$ cat src/rtl/riscv_pkg.sv
// Shared RISC-V encodings and fetch-stage types.
// Used by the instruction fetch stage and its IF/ID pipeline register.
package riscv_pkg;

    localparam logic [31:0] INSTR_NOP    = 32'h0000_0013;
    localparam logic [31:0] INSTR_EBREAK = 32'h0010_0073;
    localparam logic [31:0] INSTR_ECALL  = 32'h0000_0073;

    localparam logic [6:0]  OPC_OP_IMM   = 7'b001_0011;
    localparam logic [6:0]  OPC_SYSTEM   = 7'b111_0011;

    typedef enum logic [1:0] {
        FS_RUN   = 2'b00,
        FS_DRAIN = 2'b01,
        FS_HALT  = 2'b10
    } fetch_state_e;

    function automatic logic is_halt_instr(input logic [31:0] instr);
        return (instr[6:0] == OPC_SYSTEM) &&
               ((instr == INSTR_EBREAK) || (instr == INSTR_ECALL));
    endfunction

endpackage

$ cat src/rtl/if_id_reg.sv
// IF/ID pipeline register: loads the fetched payload or a NOP bubble when enabled.
// A bubble still carries the PC of the slot so downstream stages see a sane address.
module if_id_reg
    import riscv_pkg::*;
#(
    parameter logic [31:0] RESET_PC = 32'h0000_0000
) (
    input  logic        clk,
    input  logic        rst,
    input  logic        en,
    input  logic        bubble,
    input  logic        valid_i,
    input  logic [31:0] instr_i,
    input  logic [31:0] pc_i,
    input  logic [31:0] pc4_i,
    output logic        valid_o,
    output logic [31:0] instr_o,
    output logic [31:0] pc_o,
    output logic [31:0] pc4_o
);

    logic        valid_q, valid_d;
    logic [31:0] instr_q, instr_d;
    logic [31:0] pc_q,    pc_d;
    logic [31:0] pc4_q,   pc4_d;

    // Next-payload selection: hold, load fetched word, or insert bubble.
    always_comb begin
        valid_d = valid_q;
        instr_d = instr_q;
        pc_d    = pc_q;
        pc4_d   = pc4_q;
        if (en) begin
            if (bubble) begin
                valid_d = 1'b0;
                instr_d = INSTR_NOP;
            end else begin
                valid_d = valid_i;
                instr_d = instr_i;
            end
            pc_d  = pc_i;
            pc4_d = pc4_i;
        end else begin
            valid_d = valid_q;
        end
    end

    // Payload flops.
    always_ff @(posedge clk) begin
        if (rst) begin
            valid_q <= 1'b0;
            instr_q <= INSTR_NOP;
            pc_q    <= RESET_PC;
            pc4_q   <= RESET_PC + 32'd4;
        end else begin
            valid_q <= valid_d;
            instr_q <= instr_d;
            pc_q    <= pc_d;
            pc4_q   <= pc4_d;
        end
    end

    assign valid_o = valid_q;
    assign instr_o = instr_q;
    assign pc_o    = pc_q;
    assign pc4_o   = pc4_q;

endmodule

$ cat src/rtl/if_stage.sv
// Instruction fetch stage: PC sequencing, redirect/stall/flush handling and the
// RUN/DRAIN/HALT sequence that stops fetch after EBREAK/ECALL or a fetch fault.
module if_stage
    import riscv_pkg::*;
#(
    parameter logic [31:0] RESET_PC     = 32'h0000_0000,
    parameter int          IMEM_WORDS   = 32,
    parameter int          DRAIN_CYCLES = 4
) (
    input  logic        clk,
    input  logic        rst,
    input  logic        stall,
    input  logic        flush,
    input  logic        redirect_valid,
    input  logic [31:0] redirect_pc,
    output logic [31:0] imem_addr,
    input  logic [31:0] imem_rdata,
    output logic        if_id_valid,
    output logic [31:0] if_id_instr,
    output logic [31:0] if_id_pc,
    output logic [31:0] if_id_pc4,
    output logic        ohalt
);

    localparam logic [31:0] FETCH_LIMIT = RESET_PC + 32'(4 * IMEM_WORDS);
    localparam logic [31:0] DRAIN_LOAD  = 32'(DRAIN_CYCLES);

    logic [31:0]  pc_q, pc_d;
    logic [31:0]  cnt_q, cnt_d;
    fetch_state_e state_q, state_d;
    logic         ohalt_q, ohalt_d;
    logic         ifid_en, ifid_bubble;
    logic [31:0]  pc_plus4;
    logic [31:0]  redirect_tgt;
    logic         fetch_fault;
    logic         unused_redirect_lsb;

    assign pc_plus4            = pc_q + 32'd4;
    assign redirect_tgt        = {redirect_pc[31:2], 2'b00};
    assign fetch_fault         = (pc_q >= FETCH_LIMIT);
    assign unused_redirect_lsb = ^redirect_pc[1:0];

    // Next-PC / FSM / IF-ID control; a halting instruction freezes PC on itself.
    always_comb begin
        pc_d        = pc_q;
        cnt_d       = cnt_q;
        state_d     = state_q;
        ohalt_d     = ohalt_q;
        ifid_en     = 1'b0;
        ifid_bubble = 1'b0;
        case (state_q)
            FS_RUN: begin
                if (redirect_valid) begin
                    pc_d        = redirect_tgt;
                    ifid_en     = 1'b1;
                    ifid_bubble = 1'b1;
                end else if (stall) begin
                    pc_d = pc_q;
                end else if (fetch_fault) begin
                    ifid_en     = 1'b1;
                    ifid_bubble = 1'b1;
                    state_d     = FS_DRAIN;
                    cnt_d       = DRAIN_LOAD;
                end else if (flush) begin
                    pc_d        = pc_plus4;
                    ifid_en     = 1'b1;
                    ifid_bubble = 1'b1;
                end else if (is_halt_instr(imem_rdata)) begin
                    ifid_en = 1'b1;
                    state_d = FS_DRAIN;
                    cnt_d   = DRAIN_LOAD;
                end else begin
                    pc_d    = pc_plus4;
                    ifid_en = 1'b1;
                end
            end
            FS_DRAIN: begin
                if (redirect_valid) begin
                    pc_d        = redirect_tgt;
                    cnt_d       = 32'd0;
                    state_d     = FS_RUN;
                    ifid_en     = 1'b1;
                    ifid_bubble = 1'b1;
                end else if (stall) begin
                    cnt_d = cnt_q;
                end else begin
                    ifid_en     = 1'b1;
                    ifid_bubble = 1'b1;
                    if (cnt_q <= 32'd1) begin
                        cnt_d   = 32'd0;
                        state_d = FS_HALT;
                        ohalt_d = 1'b1;
                    end else begin
                        cnt_d = cnt_q - 32'd1;
                    end
                end
            end
            FS_HALT: begin
                ifid_en     = 1'b1;
                ifid_bubble = 1'b1;
                ohalt_d     = 1'b1;
            end
            default: begin
                state_d     = FS_RUN;
                ifid_en     = 1'b1;
                ifid_bubble = 1'b1;
            end
        endcase
    end

    // PC, FSM state, drain counter and sticky halt flag.
    always_ff @(posedge clk) begin
        if (rst) begin
            pc_q    <= RESET_PC;
            cnt_q   <= 32'd0;
            state_q <= FS_RUN;
            ohalt_q <= 1'b0;
        end else begin
            pc_q    <= pc_d;
            cnt_q   <= cnt_d;
            state_q <= state_d;
            ohalt_q <= ohalt_d;
        end
    end

    if_id_reg #(
        .RESET_PC (RESET_PC)
    ) u_if_id_reg (
        .clk     (clk),
        .rst     (rst),
        .en      (ifid_en),
        .bubble  (ifid_bubble),
        .valid_i (1'b1),
        .instr_i (imem_rdata),
        .pc_i    (pc_q),
        .pc4_i   (pc_plus4),
        .valid_o (if_id_valid),
        .instr_o (if_id_instr),
        .pc_o    (if_id_pc),
        .pc4_o   (if_id_pc4)
    );

    assign imem_addr = pc_q;
    assign ohalt     = ohalt_q;

endmodule
$ cat config.mk
export PLATFORM = sky130hd
export DESIGN_NAME = if_stage
export DESIGN_NICKNAME = d
export VERILOG_FILES = /design/src/rtl/riscv_pkg.sv /design/src/rtl/if_id_reg.sv /design/src/rtl/if_stage.sv
export SDC_FILE = /design/constraint.sdc
export NUM_CORES = 1
export LEC_CHECK = 0
export BUFFER_PORTS_ARGS = -buffer_cell sky130_fd_sc_hd__buf_2
export CAP_MARGIN = 20
export CORE_ASPECT_RATIO = 1.75
export CORE_MARGIN = 2
export CORE_UTILIZATION = 47
export CTS_CLUSTER_SIZE = 8
export DETAILED_ROUTE_END_ITERATION = 7
export PLACE_DENSITY_LB_ADDON = 0.25
export SETUP_SLACK_MARGIN = 0.05
export SYNTH_ARGS = -nofsm -noshare
export SYNTH_HDL_FRONTEND = slang
export SYNTH_SLANG_ARGS = --single-unit
$ cat constraint.sdc
create_clock -name clk -period 2.2 [get_ports clk]
set_input_delay 0.11 -clock clk [delete_from_list [all_inputs] [get_ports clk]]
set_output_delay 0.11 -clock clk [all_outputs]
set_load 0.02 [all_outputs]
# After elaboration in Yosys (flattened, before gate mapping)

Cells that the tools add are included.

Register bits: 164
Latch bits: 0
Bits in writable memories: 0
Memory bits (read-only): 0
Input bits: 69
Output and inout bits: 130
Word-level logic and storage cells: 80
Memories kept: 0

$add $sub $neg: 2
Multiply operators: 0
Div/mod/pow operators: 0
Order comparisons: 2
Eq/ne operators: 18
Shift-type cells: 0
Multiplexer cells: 39
Bitwise logic cells: 1
Reduce and logical (&&, ||, !) cells: 10

Operators with widths:

| operator                                                                              | number |
|---|---|
| 32-bit two-way mux                                                                    | 15 |
| 32-bit one-hot mux with 2 select lines                                                | 2 |
| 32-bit by 3-bit adder with 32-bit output (second input constant)                      | 1 |
| 32-bit by 21-bit equality test with 1-bit output (second input constant)              | 1 |
| 32-bit by 7-bit equality test with 1-bit output (second input constant)               | 1 |
| 32-bit by 8-bit greater-or-equal comparator with 1-bit output (second input constant) | 1 |
| 32-bit by 1-bit <= comparator with 1-bit output (second input constant)               | 1 |
| 32-bit by 1-bit subtractor with 32-bit output (second input constant)                 | 1 |
| 3-bit != test (second input constant)                                                 | 6 |
| 2-bit two-way mux                                                                     | 8 |
| 2-bit != test (second input constant)                                                 | 6 |
| 1-bit two-way mux                                                                     | 11 |
| 7-bit equality test (second input constant)                                           | 1 |
| 7-bit AND reduction                                                                   | 1 |
| 2-bit one-hot mux with 3 select lines                                                 | 1 |
| 6-bit AND reduction                                                                   | 1 |
| 5-bit AND reduction                                                                   | 1 |
| 4-bit != test (second input constant)                                                 | 1 |
| 1-bit one-hot mux with 2 select lines                                                 | 2 |
| 4-bit AND reduction                                                                   | 1 |
| 2-bit nonzero test                                                                    | 2 |
| 2-bit by 1-bit equality test with 1-bit output (second input constant)                | 1 |
| 2-bit equality test (second input constant)                                           | 1 |
| 2-bit zero test                                                                       | 1 |
| 4 further kinds                                                                       | 4 |

# Depth between registers and ports, before layout

Gate-level depths: netlist (run 1).

Word-level depth: 9
Mapped depth: 9
Gate-level depth less buffers: 8

# Cells and area by module

Synthesis (run 1) repeated with hierarchy kept, for this count alone.

Cells, all modules: 884
Area, all modules: 7698.6 sq um

Modules (own cells, without submodules):

| module    | instances | cells each | area each (sq um) | seq. area each (sq um) |
|---|---|---|---|---|
| if_stage  | 1         | 531        | 4081.4            | 1301.2 |
| if_id_reg | 1         | 353        | 3617.2            | 1941.9 |

# Worst setup path after synthesis (run 1)

No wires, ideal clock.

Path kind: flip-flop to flip-flop
Start point: register cnt_q[6]
End point: register cnt_q[26]
Setup time: 0.066 ns
Data arrival time: 2.364 ns
Data required time: 2.134 ns
Path slack: -0.230 ns
Stages on the path, launching flop included: 8
Path buffers: 1
Clock period less this slack: 2.430 ns
Path through: dfxtp_1 -> or4_4 -> buf_6 -> nor3b_4 -> nand2_4 -> or3_4 -> or4_4 -> a21oi_2

Word-level cells in the longest chain between the ends: 5
Elaborated cells between the ends (all ways): 6
Those cells by class: add/sub (1); order compare (1); mux (4)

RTL lines:

| what                                                                                                                    | RTL line                       | RTL |
|---|---|---|
| from (decl)                                                                                                             | if_stage.sv:29                 | `logic [31:0] cnt_q, cnt_d;` |
| from (signal assigned)                                                                                                  | if_stage.sv:120                | `cnt_q <= cnt_d;` |
| 32-bit by 1-bit subtractor with 32-bit output / 32-bit by 1-bit <= comparator with 1-bit output (equally long branches) | if_stage.sv:94, if_stage.sv:89 |  |
| 32-bit two-way mux *                                                                                                    | if_stage.sv:89                 | `if (cnt_q <= 32'd1) begin` |
| 32-bit two-way mux *                                                                                                    | if_stage.sv:84                 | `end else if (stall) begin` |
| 32-bit two-way mux *                                                                                                    | if_stage.sv:78                 | `if (redirect_valid) begin` |
| 32-bit one-hot mux with 2 select lines *                                                                                | if_stage.sv:51                 | `case (state_q)` |

Mark *: on every way between the ends. The rest lies on a longest branch, timed or not. The select of a mux whose other input is x is not followed.
A chain may end at the register's enable or synchronous reset.

# Worst setup path in the final report (run 1)

Start point: register cnt_q[7]
End point: register cnt_q[22]

Same word-level chain as after synthesis.

==> flow_summary.json, run 1 <==
{
  "status": "finished, violations left",
  "violations": "setup timing",
  "critPathMaxFanout": 3,
  "cts.reportedPaths.clkPinSlew_ns": 0.07,
  "hp-start": "imem_rdata[4]",
  "leakage_nw": 4.51,
  "synth_top_area_cell": "dfxtp_1",
  "ff2ff_path_depth": 7,
  "cts.path.max_buffers": 2,
  "grt_pass1_vias": 7290,
  "fmax_mhz": 424,
  "grt_pass1_wl_um": 36500,
  "rsz0062_at_grt": "yes",
  "cts_tree": "done",
  "crit_arrival_ns": 2.73,
  "vias": 7719,
  "nFillCells": 1086,
  "gp_congestion": 0.923,
  "layout_commonest_cell": "buf_2",
  "synth_edf_count": 0,
  "core_mm2": 0.0144,
  "cp.required_ns": 2.56,
  "cts-buffers-inserted": 17,
  "grt_max_degree": 74,
  "p_per_area_mw_per_mm2": 829,
  "hold_class": "in2reg",
  "synth.area.top_cells": "dfxtp_1 45%, a21oi_1 5.9%, nand2_1 5.9%, nor2_1 4.6%, a22oi_1 3.3%",
  "critPathKind": "reg2reg",
  "synth_top_area_share_pct": 45.4,
  "antenna_found_initial": 0,
  "ios": 199,
  "die_h_um": 165,
  "drive_gt1_share_pct": 37.8,
  "initial_core_util_pct": 48.3,
  "hpwlAfterDp_um": 16300,
  "root_buffer": "clkbuf_16",
  "finalSetupViolCount": 84,
  "hold-worst-slack_ns": 0.00321,
  "endpoint_kind": "register",
  "r2r_end": "cnt_q[22]$_SDFFE_PP0P_",
  "synthCells": 839,
  "slew_headroom_pct": 43.2,
  "yosysWarnings": 0,
  "finalSetupTns_ns": -6.86,
  "nNetsFinal": 1231,
  "fin_crit_sh_pct": 107,
  "period_needed_ns": 2.36,
  "synth.distinct_cells": 62,
  "wl_um": 24300,
  "ant_nets": 0,
  "die_area_mm2": 0.0159,
  "area_growth_syn_to_layout_pct": 51.1,
  "drtIter0Drc": 375,
  "reg2reg_slack_ns": -0.16,
  "synth_flop_cell": "dfxtp_1",
  "synth.avg_cell_area_um2": 8.31,
  "overflow": 0,
  "synthesis.area_mm2": 0.00697,
  "synth-seq-cells": 158,
  "clk_latency_ns": 0.44,
  "fin_skew_ns": 0.0103,
  "fp.dieW_um": 96.1,
  "final_util_pct": 73.0,
  "num_rows": 58,
  "worstHoldPathCells": 4,
  "clkSinkCount": 158,
  "power_w": 0.00873,
  "drc_errors": 0,
  "viasPerCell": 5.71,
  "track_usage_pct": 29.7,
  "port_buffers": 190,
  "min_to": "u_if_id_reg.instr_o[4]$_SDFFE_PP1P_",
  "final_max_slew_viol_count": 0,
  "r2r_start": "cnt_q[7]$_SDFFE_PP0P_",
  "crit_start": "cnt_q[7]$_SDFFE_PP0P_",
  "hold_viol": 0,
  "layout_setup_ws_ns": -0.161,
  "layout_common_cells": "189 x buf_2, 153 x dfxtp_1, 104 x nand2_1, 101 x buf_4, 79 x nor2_1",
  "wl_per_cell_um": 18.0,
  "cp-start-kind": "register",
  "synth_seq_area_share_pct": 45.4,
  "antennaDiodeCount": 0,
  "synthArstFlopShare_pct": 0,
  "first_pass_iters": 5,
  "irDropWorstVdd_mv": 0.522,
  "tightest_slew_ns": 0.850,
  "drv_cap": 0,
  "cts_max_level": 4
}
-- Yosys cell counts, drive strengths merged, types with 3 or more instances --
library cell  count
dfxtp           158
nand2           110
nor2             86
a21oi            83
clkbuf           54
a22oi            31
a211oi           28
o21ai            25
nand4            24
or4              23
nand3            21
o31ai            21
xnor2            19
nor4             16
buf              15
nor3             14
inv              13
xor2             13
or3              12
or2               7
and2              5
and3              5
o22ai             5
a31oi             4
ha                4
nand4b            4
nor3b             4
o2111ai           4
nand2b            3
nor4b             3
-- worst max path at each step --
stage / end / slack [ns] / cells past startpoint
final: cnt_q[22]$_SDFFE_PP0P_ / -0.16 / 7
after global routing: cnt_q[26]$_SDFFE_PP0P_ / -0.26 / 6
after CTS: cnt_q[26]$_SDFFE_PP0P_ / -0.11 / 6
after detailed placement: cnt_q[26]$_SDFFE_PP0P_ / -0.11 / 6
after global placement: cnt_q[26]$_SDFFE_PP0P_ / -0.09 / 6
after floorplan: cnt_q[26]$_SDFFE_PP0P_ / -0.18 / 7
-- final cells by class --
type / count / area, um^2 / share of cell area [%]
well taps: 180 / 225 / 2.14
inverters: 13 / 48.8 / 0.463
clock buffers: 19 / 453 / 4.30
multi-input cells: 604 / 3890 / 36.9
flip-flops and latches: 158 / 3170 / 30.1
clock inverters: 13 / 143 / 1.35
repair buffers: 364 / 2610 / 24.7
-- power by group --
| group | leakage, nW | switching [W] | internal (W) |
|---|---|---|---|
| Combinational | 2.94 | 0.00135 | 0.00124 |
| Clock | 0.289 | 0.00133 | 0.00167 |
| Sequential | 1.29 | 0.000115 | 0.00302 |
-- logic make-up after synthesis --
| kind of cell | synth area share [%] |
|---|---|
| XOR/XNOR | 4.02 |
| AO/OA/AOI/OAI | 19.4 |
| AND/OR/NAND/NOR | 25.2 |
| adder cells (fa/ha/maj) | 0.718 |
| flip-flops | 45.4 |
| multiplexers | 0.287 |
| other | 0.0538 |
| buffers and inverters | 4.99 |
-- registers in the layout, indices dropped and copies added (netlist names) --
signal	count
cnt_q	32
imem_addr	30
ohalt	1
state_q	2
u_if_id_reg.instr_o	32
u_if_id_reg.pc4_o	30
u_if_id_reg.pc_o	30
u_if_id_reg.valid_o	1
-- per-stage QoR --
step,std cells,cell area [um^2],setup WS (ns)
6_report,1351,10500,-0.161
5_1_grt,1351,10500,-0.258
4_1_cts,1342,10200,-0.107
3_5_place_dp,1256,8900,-0.112
3_3_place_gp,1256,8900,-0.0936
2_1_floorplan,844,7160,-0.185
-- metal layers --
layer  part of all wire, %  global-route usage, %  vias up  wire (um)
met2                    55                   55.5      301      13400
li1                      -                      -     3655          -
met5                     0                      0        -          0
met3                   5.4                   5.13       74       1310
met4                   4.0                   14.0        0        965
met1                    35                   31.2     3689       8590
-- critical path, stage by stage (launching register included) --
cell and delay, ns:
dfxtp_2 0.32, or4_4 0.55, nor3b_4 0.34, nand2_4 0.08
buf_6 0.14, or3_4 0.33, or4_1 0.41, a21oi_1 0.13
-- what timing repair did --
action,in CTS,in global routing
hold buffers,45,0
setup endpoints to repair,90,91
cloned,1,2
setup buffers,9,9
hold endpoints to repair,45,0
pin swaps,48,24
gates resized for setup,43,55
No activity file was read; power rests on OpenSTA's default activity.
==> inputs of run 2 (changes only) <==
--- a/config.mk
+++ b/config.mk
@@ -10,5 +10,6 @@
 export CORE_ASPECT_RATIO = 1.75
 export CORE_MARGIN = 2
-export CORE_UTILIZATION = 47
+export CORE_UTILIZATION = 54
+export CTS_BUF_LIST = sky130_fd_sc_hd__clkbuf_8
 export CTS_CLUSTER_SIZE = 8
 export DETAILED_ROUTE_END_ITERATION = 7
==> constraint.sdc (replaced) <==
create_clock -name clk -period 2.3 [get_ports clk]
set_input_delay 0.46 -clock clk [delete_from_list [all_inputs] [get_ports clk]]
set_output_delay 0.46 -clock clk [all_outputs]
set_load 0.02 [all_outputs]
==> flow_summary.json, run 2 (same netlist as run 1, synthesis figures left out) <==
{
  "status": "finished, violations left",
  "violations": "setup timing",
  "finalSetupViolCount": 2,
  "ios": 199,
  "grt_pass1_wl_um": 33700,
  "slowest_delay_ns": 0.54,
  "tightest_slew_ns": 0.854,
  "finalSetupTns_ns": -0.0228,
  "fmax_mhz": 432,
  "ant_nets": 0,
  "final_util_pct": 73.7,
  "wl_um": 21500,
  "worst-path-buf-inv": 1,
  "overflow": 0,
  "cts.path.max_buffers": 2,
  "clk_latency_ns": 0.47,
  "r2r_start": "cnt_q[7]$_SDFFE_PP0P_",
  "gp_congestion": 0.916,
  "worst_path_dominant_cell_family": "simple AND/OR/NAND/NOR gates",
  "fp.dieW_um": 89.9,
  "top_usage_layer": "met2",
  "hold_buffers": 0,
  "crit_top_cell": "or4_4",
  "path_cells": "or4_4 > nor3b_4 > buf_6 > nand2_4 > or3_4 > or4_4 > a21oi_2",
  "p_per_area_mw_per_mm2": 737,
  "crit_start": "cnt_q[7]$_SDFFE_PP0P_",
  "cp_slowest_cell": "or4_4",
  "final_max_slew_viol_count": 0,
  "num_rows": 55,
  "endpoint_kind": "register",
  "rsz0062_at_grt": "yes",
  "die_h_um": 154,
  "root_buffer": "clkbuf_8",
  "period_needed_ns": 2.31,
  "area_growth_syn_to_layout_pct": 35.2,
  "layout_setup_ws_ns": -0.0132,
  "ff2ff_path_depth": 7,
  "crit_path_end": "cnt_q[26]$_SDFFE_PP0P_",
  "cts_tree": "done",
  "port_buffers": 190,
  "cts.reportedPaths.clkPinSlew_ns": 0.10,
  "use_met2_pct": 55.1,
  "cp.required_ns": 2.70,
  "core_mm2": 0.0128,
  "met1_usage_pct": 32.0,
  "irDropWorstVdd_mv": 0.807,
  "hold_class": "in2reg",
  "cts_max_level": 4,
  "nFillCells": 1031,
  "grt_pass1_vias": 6889,
  "pre_cts_ws_ns": -0.421,
  "drv_cap": 0,
  "hold_viol": 0,
  "layout_common_cells": "187 x buf_2, 153 x dfxtp_1, 108 x nand2_1, 108 x buf_4, 85 x nor2_1",
  "fin_skew_ns": 0.0159,
  "nNetsFinal": 1172,
  "clkSinkCount": 158,
  "critPathKind": "reg2reg",
  "critPathMaxFanout": 4,
  "power_w": 0.00695,
  "antenna_found_initial": 2,
  "crit_cells": 7,
  "drtIter0Drc": 443,
  "hpwlAfterDp_um": 15500,
  "grt_max_degree": 104,
  "r2r_end": "cnt_q[26]$_SDFFE_PP0P_",
  "slew_headroom_pct": 42.9,
  "cts-buffers-inserted": 17,
  "initial_core_util_pct": 54.5,
  "grt_use_met3_pct": 5.80,
  "cp-start-kind": "register",
  "reg2reg_slack_ns": -0.01,
  "first_pass_iters": 6,
  "drive_gt1_share_pct": 35.1,
  "drc_errors": 0,
  "track_usage_pct": 29.8,
  "wl_per_cell_um": 16.8,
  "viasPerCell": 5.69,
  "crit_arrival_ns": 2.71,
  "layout_commonest_cell": "buf_2",
  "die_area_mm2": 0.0139,
  "leakage_nw": 4.06,
  "vias": 7312,
  "fin_crit_sh_pct": 101
}
==> run 2: metal layers <==
layer  vias up  wire (um)  share of wire (%)
met2       279      11600                 54
li1       3536          -                  -
met5         -          0                  0
met4         0        922                4.3
met1      3428       7900                 37
met3        69       1080                5.0
==> run 2: what timing repair did <==
action,CTS,global route
resized for setup,10,35
buffers inserted,2,2
pin swaps,2,9
setup endpoints to repair,54,88
==> run 2: worst register-to-register path: stages, from the launching register on <==
cell,delay (ns)
dfxtp_2,0.35
or4_4,0.54
nor3b_4,0.19
buf_6,0.15
nand2_4,0.05
or3_4,0.36
or4_4,0.48
a21oi_2,0.13
==> run 2: report_power, final <==
part           switching [W]  total [W]  internal [W]  leakage, nW
logic                0.00107    0.00191      0.000847         2.58
registers           0.000115    0.00301       0.00289         1.29
clock network        0.00114    0.00203      0.000891        0.191
total                0.00232    0.00695       0.00463         4.06
==> run 2: per-stage QoR <==
stage | instances | hold slack, ns | area, um^2
floorplan | 844 | 0.447 | 7040
global placement | 1247 | 0.435 | 8790
detailed placement | 1247 | 0.440 | 8790
CTS | 1281 | 0.231 | 9230
global route | 1285 | 0.242 | 9430
finish | 1285 | 0.238 | 9430
==> run 2: how the worst min path moves through the flow <==
stage                                                  from                                    to  slack (ns)  cells after the start
final                                        imem_rdata[20]  u_if_id_reg.instr_o[20]$_SDFFE_PP0P_        0.24                      3
after floorplan                      cnt_q[30]$_SDFFE_PP0P_                cnt_q[30]$_SDFFE_PP0P_        0.45                      2
after global placement    u_if_id_reg.pc_o[11]$_SDFFE_PP0P_     u_if_id_reg.pc_o[11]$_SDFFE_PP0P_        0.44                      2
after CTS                                    imem_rdata[20]  u_if_id_reg.instr_o[20]$_SDFFE_PP0P_        0.23                      3
after global routing                         redirect_pc[9]             imem_addr[9]$_SDFFE_PP0P_        0.24                      3
after detailed placement  u_if_id_reg.pc_o[18]$_SDFFE_PP0P_     u_if_id_reg.pc_o[18]$_SDFFE_PP0P_        0.44                      2
==> run 2: cell type report <==
cell class / count / area (um^2) / area share (%)
clock inverter: 15 / 151 / 1.61
inverter: 13 / 48.8 / 0.518
sequential: 158 / 3170 / 33.6
tap: 171 / 214 / 2.27
antenna: 2 / 5.00 / 0.0531
timing repair buffer: 305 / 1890 / 20.1
clock buffer: 17 / 234 / 2.48
multi-input combinational: 604 / 3710 / 39.4
